## config.mk

```make
export PLATFORM = sky130hd
export DESIGN_NAME = scan_mux
export DESIGN_NICKNAME = d
export VERILOG_FILES = /design/src/rtl/scan_mux_pkg.sv /design/src/rtl/rr_arbiter.sv /design/src/rtl/scan_mux.sv
export SDC_FILE = /design/constraint.sdc
export NUM_CORES = 1
export LEC_CHECK = 0
export ABC_AREA = 1
export BUFFER_PORTS_ARGS = -buffer_cell sky130_fd_sc_hd__buf_2
export CELL_PAD_IN_SITES_DETAIL_PLACEMENT = 0
export CELL_PAD_IN_SITES_GLOBAL_PLACEMENT = 1
export CORE_UTILIZATION = 28
export DETAILED_ROUTE_END_ITERATION = 16
export PLACE_DENSITY_LB_ADDON = 0.1
export SLEW_MARGIN = 40
export SYNTH_ARGS = -nofsm -noshare
export SYNTH_HDL_FRONTEND = slang
export SYNTH_HIERARCHICAL = 1
export SYNTH_SLANG_ARGS = --single-unit
```

## constraint.sdc

```tcl
create_clock -name clk -period 1.55 [get_ports clk]
set_clock_uncertainty 0.15 [all_clocks]
set_input_delay 0.0775 -clock clk [delete_from_list [all_inputs] [get_ports clk]]
set_output_delay 0.0775 -clock clk [all_outputs]
set_load 0.01 [all_outputs]
```

## src/rtl/scan_mux_pkg.sv

```systemverilog
// Shared constants for the scan_mux slice: mode encodings and the channel limit.
package scan_mux_pkg;

  localparam logic MODE_MANUAL  = 1'b0;
  localparam logic MODE_SCAN    = 1'b1;
  localparam int   MAX_CHANNELS = 16;

endpackage

```

## src/rtl/rr_arbiter.sv

```systemverilog
// Round-robin arbiter: grants the first requester above 'last', wrapping to the
// lowest requester at or below 'last' when nothing above it is asking.
module rr_arbiter #(
  parameter int CHANNELS = 3,
  parameter int SEL_W    = 2
) (
  input  logic [CHANNELS-1:0] req,
  input  logic [SEL_W-1:0]    last,
  input  logic                en,
  output logic [CHANNELS-1:0] grant,
  output logic [SEL_W-1:0]    grant_idx,
  output logic                any_grant
);

  logic             hi_hit_s;
  logic             lo_hit_s;
  logic             hi_any_s;
  logic             lo_any_s;
  logic [SEL_W-1:0] hi_idx_s;
  logic [SEL_W-1:0] lo_idx_s;

  // Scan downward so the lowest index in each half wins.
  always_comb begin
    hi_hit_s  = 1'b0;
    lo_hit_s  = 1'b0;
    hi_any_s  = 1'b0;
    lo_any_s  = 1'b0;
    hi_idx_s  = '0;
    lo_idx_s  = '0;
    for (int j = CHANNELS - 1; j >= 0; j--) begin
      hi_hit_s = en & req[j] & (SEL_W'(j) >  last);
      lo_hit_s = en & req[j] & (SEL_W'(j) <= last);
      hi_idx_s = hi_hit_s ? SEL_W'(j) : hi_idx_s;
      lo_idx_s = lo_hit_s ? SEL_W'(j) : lo_idx_s;
      hi_any_s = hi_any_s | hi_hit_s;
      lo_any_s = lo_any_s | lo_hit_s;
    end
    any_grant = hi_any_s | lo_any_s;
    grant_idx = hi_any_s ? hi_idx_s : lo_idx_s;
    grant     = any_grant ? ({{(CHANNELS-1){1'b0}}, 1'b1} << grant_idx) : '0;
  end

endmodule

```

## src/rtl/scan_mux.sv

```systemverilog
// N-channel registered multiplexer with valid/ready on every port; manual
// select or round-robin scan over the channels presenting data.
module scan_mux
  import scan_mux_pkg::*;
#(
  parameter  int WIDTH    = 1,
  parameter  int CHANNELS = 3,
  localparam int SEL_W    = $clog2(CHANNELS)
) (
  input  logic                      clk,
  input  logic                      rst,
  input  logic [CHANNELS*WIDTH-1:0] in_data,
  input  logic [CHANNELS-1:0]       in_valid,
  output logic [CHANNELS-1:0]       in_ready,
  input  logic [SEL_W-1:0]          sel,
  input  logic                      mode,
  output logic [WIDTH-1:0]          out_data,
  output logic [SEL_W-1:0]          out_ch,
  output logic                      out_valid,
  input  logic                      out_ready
);

  if (CHANNELS < 2 || CHANNELS > MAX_CHANNELS) begin : g_bad_channels
    $error("scan_mux: CHANNELS out of range");
  end

  logic [CHANNELS-1:0] man_grant_s;
  logic [CHANNELS-1:0] arb_grant_s;
  logic [CHANNELS-1:0] grant_s;
  logic [SEL_W-1:0]    arb_idx_s;
  logic [SEL_W-1:0]    grant_idx_s;
  logic                arb_any_s;
  logic                any_grant_s;
  logic                sel_ok_s;
  logic                load_s;
  logic                xfer_s;
  logic [WIDTH-1:0]    pick_data_s;
  logic [SEL_W-1:0]    last_r;
  logic [WIDTH-1:0]    out_data_r;
  logic [SEL_W-1:0]    out_ch_r;
  logic                out_valid_r;

  rr_arbiter #(
    .CHANNELS (CHANNELS),
    .SEL_W    (SEL_W)
  ) u_arb (
    .req       (in_valid),
    .last      (last_r),
    .en        (mode == MODE_SCAN),
    .grant     (arb_grant_s),
    .grant_idx (arb_idx_s),
    .any_grant (arb_any_s)
  );

  // sel can exceed CHANNELS-1 when CHANNELS is not a power of two.
  assign sel_ok_s = (SEL_W+1)'(sel) < (SEL_W+1)'(CHANNELS);

  always_comb begin
    man_grant_s = '0;
    if (sel_ok_s && in_valid[sel]) begin
      man_grant_s[sel] = 1'b1;
    end else begin
      man_grant_s = '0;
    end
  end

  always_comb begin
    grant_s     = '0;
    grant_idx_s = '0;
    case (mode)
      MODE_MANUAL: begin
        grant_s     = man_grant_s;
        grant_idx_s = sel;
      end
      MODE_SCAN: begin
        grant_s     = arb_grant_s;
        grant_idx_s = arb_idx_s;
      end
      default: begin
        grant_s     = '0;
        grant_idx_s = '0;
      end
    endcase
  end

  assign any_grant_s = |grant_s;
  assign load_s      = ~out_valid_r | out_ready;

  always_comb begin
    in_ready = '0;
    if (rst) begin
      in_ready = '0;
    end else if (load_s) begin
      in_ready = grant_s;
    end else begin
      in_ready = '0;
    end
  end

  assign xfer_s = |(in_valid & in_ready);

  // One-hot AND-OR select keeps an out-of-range sel from indexing past in_data.
  always_comb begin
    pick_data_s = '0;
    for (int k = 0; k < CHANNELS; k++) begin
      pick_data_s = pick_data_s | ({WIDTH{grant_s[k]}} & in_data[k*WIDTH +: WIDTH]);
    end
  end

  always_ff @(posedge clk or posedge rst) begin
    if (rst) begin
      last_r <= SEL_W'(CHANNELS - 1);
    end else if (xfer_s && (mode == MODE_SCAN)) begin
      last_r <= grant_idx_s;
    end
  end

  always_ff @(posedge clk or posedge rst) begin
    if (rst) begin
      out_data_r  <= '0;
      out_ch_r    <= '0;
      out_valid_r <= 1'b0;
    end else if (load_s && any_grant_s) begin
      out_data_r  <= pick_data_s;
      out_ch_r    <= grant_idx_s;
      out_valid_r <= 1'b1;
    end else if (load_s) begin
      out_valid_r <= 1'b0;
    end
  end

  assign out_data  = out_data_r;
  assign out_ch    = out_ch_r;
  assign out_valid = out_valid_r;

endmodule

```

==> impl_metrics.prom <==
# TYPE chip_impl_metric gauge
chip_impl_metric{name="fmaxAchievable",unit="MHz"} 532
chip_impl_metric{name="leakage",unit="nW"} 0.465
chip_impl_metric{name="layout.cells.non_filler",unit=""} 141
chip_impl_metric{name="timing.final.max_slew_violations",unit=""} 0
chip_impl_info{name="rsz_0062_raised_after_global_routing",value="yes"} 1
chip_impl_metric{name="post-layout-total-power",unit="mW"} 0.732
chip_impl_metric{name="fraction_of_power_consumed_by_combinational_cells",unit=""} 0.470
chip_impl_info{name="post_synth_most_frequent_cells",value="29 x sky130_fd_sc_hd__nand2_1, 9 x sky130_fd_sc_hd__inv_1, 8 x sky130_fd_sc_hd__nand3_1, 7 x sky130_fd_sc_hd__nor2_1"} 1
chip_impl_metric{name="met1Wirelength",unit="um"} 635
chip_impl_metric{name="drt-wirelength-per-cell",unit="um"} 9.22
chip_impl_metric{name="synthesis.instances",unit=""} 85
chip_impl_metric{name="sw_frac_of_total",unit=""} 0.382
chip_impl_metric{name="finalCriticalPeriod",unit="ps"} 1880
chip_impl_metric{name="synthesis.area",unit="um^2"} 527
chip_impl_info{name="dominant_cells_by_area_after_synthesis",value="sky130_fd_sc_hd__dfrtp_1 24%, sky130_fd_sc_hd__nand2_1 21%, sky130_fd_sc_hd__nand3_1 7.6%"} 1
chip_impl_metric{name="synth_enable_flop_cells",unit=""} 0
chip_impl_metric{name="antenna_violations_before_repair",unit=""} 0
chip_impl_metric{name="areaGrowthSynthToFinish",unit="%"} 57.0
chip_impl_metric{name="cts_htree_levels",unit=""} 1
chip_impl_metric{name="design.portCount",unit=""} 19
chip_impl_metric{name="switching_power",unit="mW"} 0.279
chip_impl_metric{name="synthesis.nets",unit=""} 97
chip_impl_metric{name="dp_slack",unit="ps"} -236
chip_impl_metric{name="final_tns_setup",unit="ps"} -2230
chip_impl_metric{name="worst_slack",unit="ps"} -330
chip_impl_metric{name="routed-via-count",unit=""} 597
chip_impl_info{name="tritoncts",value="done"} 1
chip_impl_metric{name="hold-worst-slack",unit="ps"} 14.4
chip_impl_metric{name="gr-total-overflow",unit=""} 0
chip_impl_info{name="setup.worst_path.start_class",value="flop"} 1
chip_impl_metric{name="grtUsageTotal",unit=""} 0.146
chip_impl_metric{name="postSynthRegisterBits",unit=""} 6
chip_impl_metric{name="floorplan.core_area",unit="um^2"} 1750
chip_impl_metric{name="grt_pass1_vias",unit=""} 515
chip_impl_metric{name="synth-seq-area-share",unit=""} 0.287
chip_impl_metric{name="die_area",unit="um^2"} 2060
chip_impl_metric{name="worst-path-max-fanout",unit=""} 3
chip_impl_metric{name="post_route_design_area",unit="um^2"} 827
chip_impl_metric{name="clock_sink_count",unit=""} 6
chip_impl_metric{name="met3RoutedLength",unit="um"} 37
chip_impl_metric{name="max-slew-margin-rel",unit=""} 0.800
chip_impl_metric{name="diodes_inserted",unit=""} 0
chip_impl_info{name="root_buffer",value="sky130_fd_sc_hd__clkbuf_4"} 1
chip_impl_metric{name="final_core_utilization",unit=""} 0.474
chip_impl_metric{name="chipHeight",unit="um"} 45.4
chip_impl_metric{name="vias_per_cell",unit=""} 4.23
chip_impl_metric{name="placedInstanceArea",unit="um^2"} 678
chip_impl_metric{name="grt_first_pass_wirelength",unit="um"} 2100
chip_impl_metric{name="seq_power_share",unit=""} 0.321
chip_impl_metric{name="power_per_cell_area",unit="nW/um^2"} 885
chip_impl_info{name="cp_capture_type",value="output port"} 1
chip_impl_metric{name="clkPwrFrac",unit=""} 0.209
chip_impl_metric{name="gpl.final_weighted_congestion",unit=""} 0.756
chip_impl_metric{name="report.final.hold_viol_count",unit=""} 0
chip_impl_info{name="ys.flop_type",value="sky130_fd_sc_hd__dfrtp_1"} 1
chip_impl_metric{name="setup_viol",unit=""} 9
chip_impl_info{name="min-delay-path-class",value="in -> reg"} 1
chip_impl_metric{name="post-dp-hpwl",unit="um"} 991
chip_impl_metric{name="drv_cap",unit=""} 0
chip_impl_metric{name="dr.first_iter.drc_count",unit=""} 6
chip_impl_metric{name="remaining_drc_errors",unit=""} 0
chip_impl_metric{name="syn_area_per_cell",unit="um^2"} 6.20
chip_impl_metric{name="grt_start_max_net_pins",unit=""} 9
chip_impl_metric{name="crit_path_required_time",unit="ps"} 1320
chip_impl_info{name="failed_checks",value="setup timing"} 1
chip_impl_metric{name="detail_route.first_pass.iterations",unit=""} 4
chip_impl_metric{name="rows",unit=""} 15
chip_impl_metric{name="internal_power",unit="mW"} 0.453
chip_impl_metric{name="chipWidth",unit="um"} 45.4
chip_impl_metric{name="netlist.area_leader.share",unit=""} 0.238
chip_impl_metric{name="cts_max_path_buffers",unit=""} 2
chip_impl_info{name="synthMostInstantiatedCell",value="sky130_fd_sc_hd__nand2_1"} 1
chip_impl_metric{name="yosys_warnings",unit=""} 6
chip_impl_metric{name="io_buffers",unit=""} 18
chip_impl_info{name="synthDominantAreaCellType",value="sky130_fd_sc_hd__dfrtp_1"} 1
chip_impl_metric{name="drive_above_1_share",unit=""} 0.560
chip_impl_metric{name="place_inst",unit=""} 132
chip_impl_metric{name="insertion_delay",unit="ps"} 240
chip_impl_metric{name="wl_met2",unit="um"} 607
chip_impl_metric{name="path_clk_slew",unit="ps"} 50
chip_impl_info{name="top_signal_layer_used",value="met4"} 1
chip_impl_metric{name="synthArstFlopShare",unit=""} 1.00
chip_impl_metric{name="final_antenna_net_count",unit=""} 0
chip_impl_metric{name="worst-slew-pin-transition",unit="ps"} 298
chip_impl_metric{name="vdd_drop_max",unit="uV"} 541
chip_impl_info{name="timing.setup.critical_path_class",value="reg -> out"} 1
chip_impl_metric{name="cts-buffers-inserted",unit=""} 3
chip_impl_metric{name="final_min_period_over_clock_period",unit=""} 1.21
chip_impl_metric{name="starting_density_of_the_core",unit=""} 0.302
chip_impl_metric{name="arrival",unit="ps"} 1650
chip_impl_metric{name="routed_wirelength",unit="um"} 1300
chip_impl_metric{name="fin_nets",unit=""} 129
chip_impl_info{name="outcome",value="finished with violations"} 1
chip_impl_metric{name="synth_cell_types",unit=""} 19
-- registers in the layout, indices dropped and copies added, names as in the netlist --
signal	cells
out_valid	1
out_data	1
last_r	2
out_ch	2
-- critical path, stage by stage (launching register included) --
cell and delay (ps):
sky130_fd_sc_hd__dfstp_2 560, sky130_fd_sc_hd__inv_2 70, sky130_fd_sc_hd__nand2_2 60, sky130_fd_sc_hd__nand2_2 50
sky130_fd_sc_hd__nand2_2 70, sky130_fd_sc_hd__nand2_4 60, sky130_fd_sc_hd__nand2_2 60, sky130_fd_sc_hd__nor2_2 30
sky130_fd_sc_hd__nand2_1 60, sky130_fd_sc_hd__nand2_2 70, sky130_fd_sc_hd__inv_2 90, sky130_fd_sc_hd__buf_6 90
sky130_fd_sc_hd__nor2_2 20, sky130_fd_sc_hd__buf_2 130
-- path summary, 6_finish.rpt --
| kind | from | end | slack [ps] | depth (start not counted) |
|---|---|---|---|---|
| worst max-delay path | last_r[1]$_DFFE_PP1P_ | in_ready[0] | -330 | 13 |
| worst min-delay path | out_ready | out_valid$_DFFE_PP0P_ | 10 | 4 |
| worst max register to register | last_r[1]$_DFFE_PP1P_ | out_ch[1]$_DFFE_PP0P_ | -260 | 13 |
| worst min register to register | out_data$_DFFE_PP0P_ | out_data$_DFFE_PP0P_ | 320 | 2 |
| max in group asynchronous | rst | last_r[1]$_DFFE_PP1P_ | 840 | 3 |
| min in group asynchronous | rst | out_data$_DFFE_PP0P_ | 140 | 3 |
-- logic make-up (layout without fill, tap and decap cells) --
logic type,after synthesis,after routing,synth area share
buffers and inverters,15,46,0.114
flip-flops,6,6,0.287
AO/OA/AOI/OAI,3,3,0.0285
AND/OR/NAND/NOR,61,61,0.570
-- cells in the final DEF (no fill, tap or decap), types with 2 or more instances in the layout --
cell	netlist	routed
sky130_fd_sc_hd__inv_1	9	6
sky130_fd_sc_hd__buf_4	1	5
sky130_fd_sc_hd__nor2_2	4	5
sky130_fd_sc_hd__clkbuf_4	0	3
sky130_fd_sc_hd__or2_4	2	2
sky130_fd_sc_hd__buf_6	0	4
sky130_fd_sc_hd__nand4_1	2	2
sky130_fd_sc_hd__nand2_4	1	4
sky130_fd_sc_hd__nand2_1	29	19
sky130_fd_sc_hd__nand3_1	8	8
sky130_fd_sc_hd__dfrtp_1	5	5
sky130_fd_sc_hd__nand2_2	5	12
sky130_fd_sc_hd__nor2_1	7	4
sky130_fd_sc_hd__inv_2	4	6
sky130_fd_sc_hd__nor2_4	0	2
sky130_fd_sc_hd__buf_2	0	18
-- power by group through the flow --
stage | sequential, mW | clock [mW] | combinational, mW
floorplan | 0.242 | 0 | 0.164
global placement | 0.230 | 0 | 0.266
detailed placement | 0.231 | 0 | 0.264
CTS | 0.230 | 0.161 | 0.287
global route | 0.241 | 0.170 | 0.390
finish | 0.235 | 0.153 | 0.344
-- routing by layer --
metal,track usage,up-vias
li1,-,322
met2,0.232,10
met4,0.109,0
met3,0.0238,2
met1,0.177,263
met5,0,-
-- what timing repair did --
action | 4_1_cts | 5_1_grt
endpoints found under the setup margin | 9 | 9
hold buffers | 1 | 0
setup buffers | 2 | 2
resized for setup | 6 | 21
pin swaps | 8 | 6
endpoints found under the hold margin | 6 | 0
-- layout make-up --
class                   count  area (um^2)
flip-flops and latches      6          151
multi-input cells          64          380
well taps                  25         31.3
clock buffers               4         26.3
repair buffers             28          183
fillers                   194          918
inverters                  14         55.1
Power figures use the tool's default switching activity.
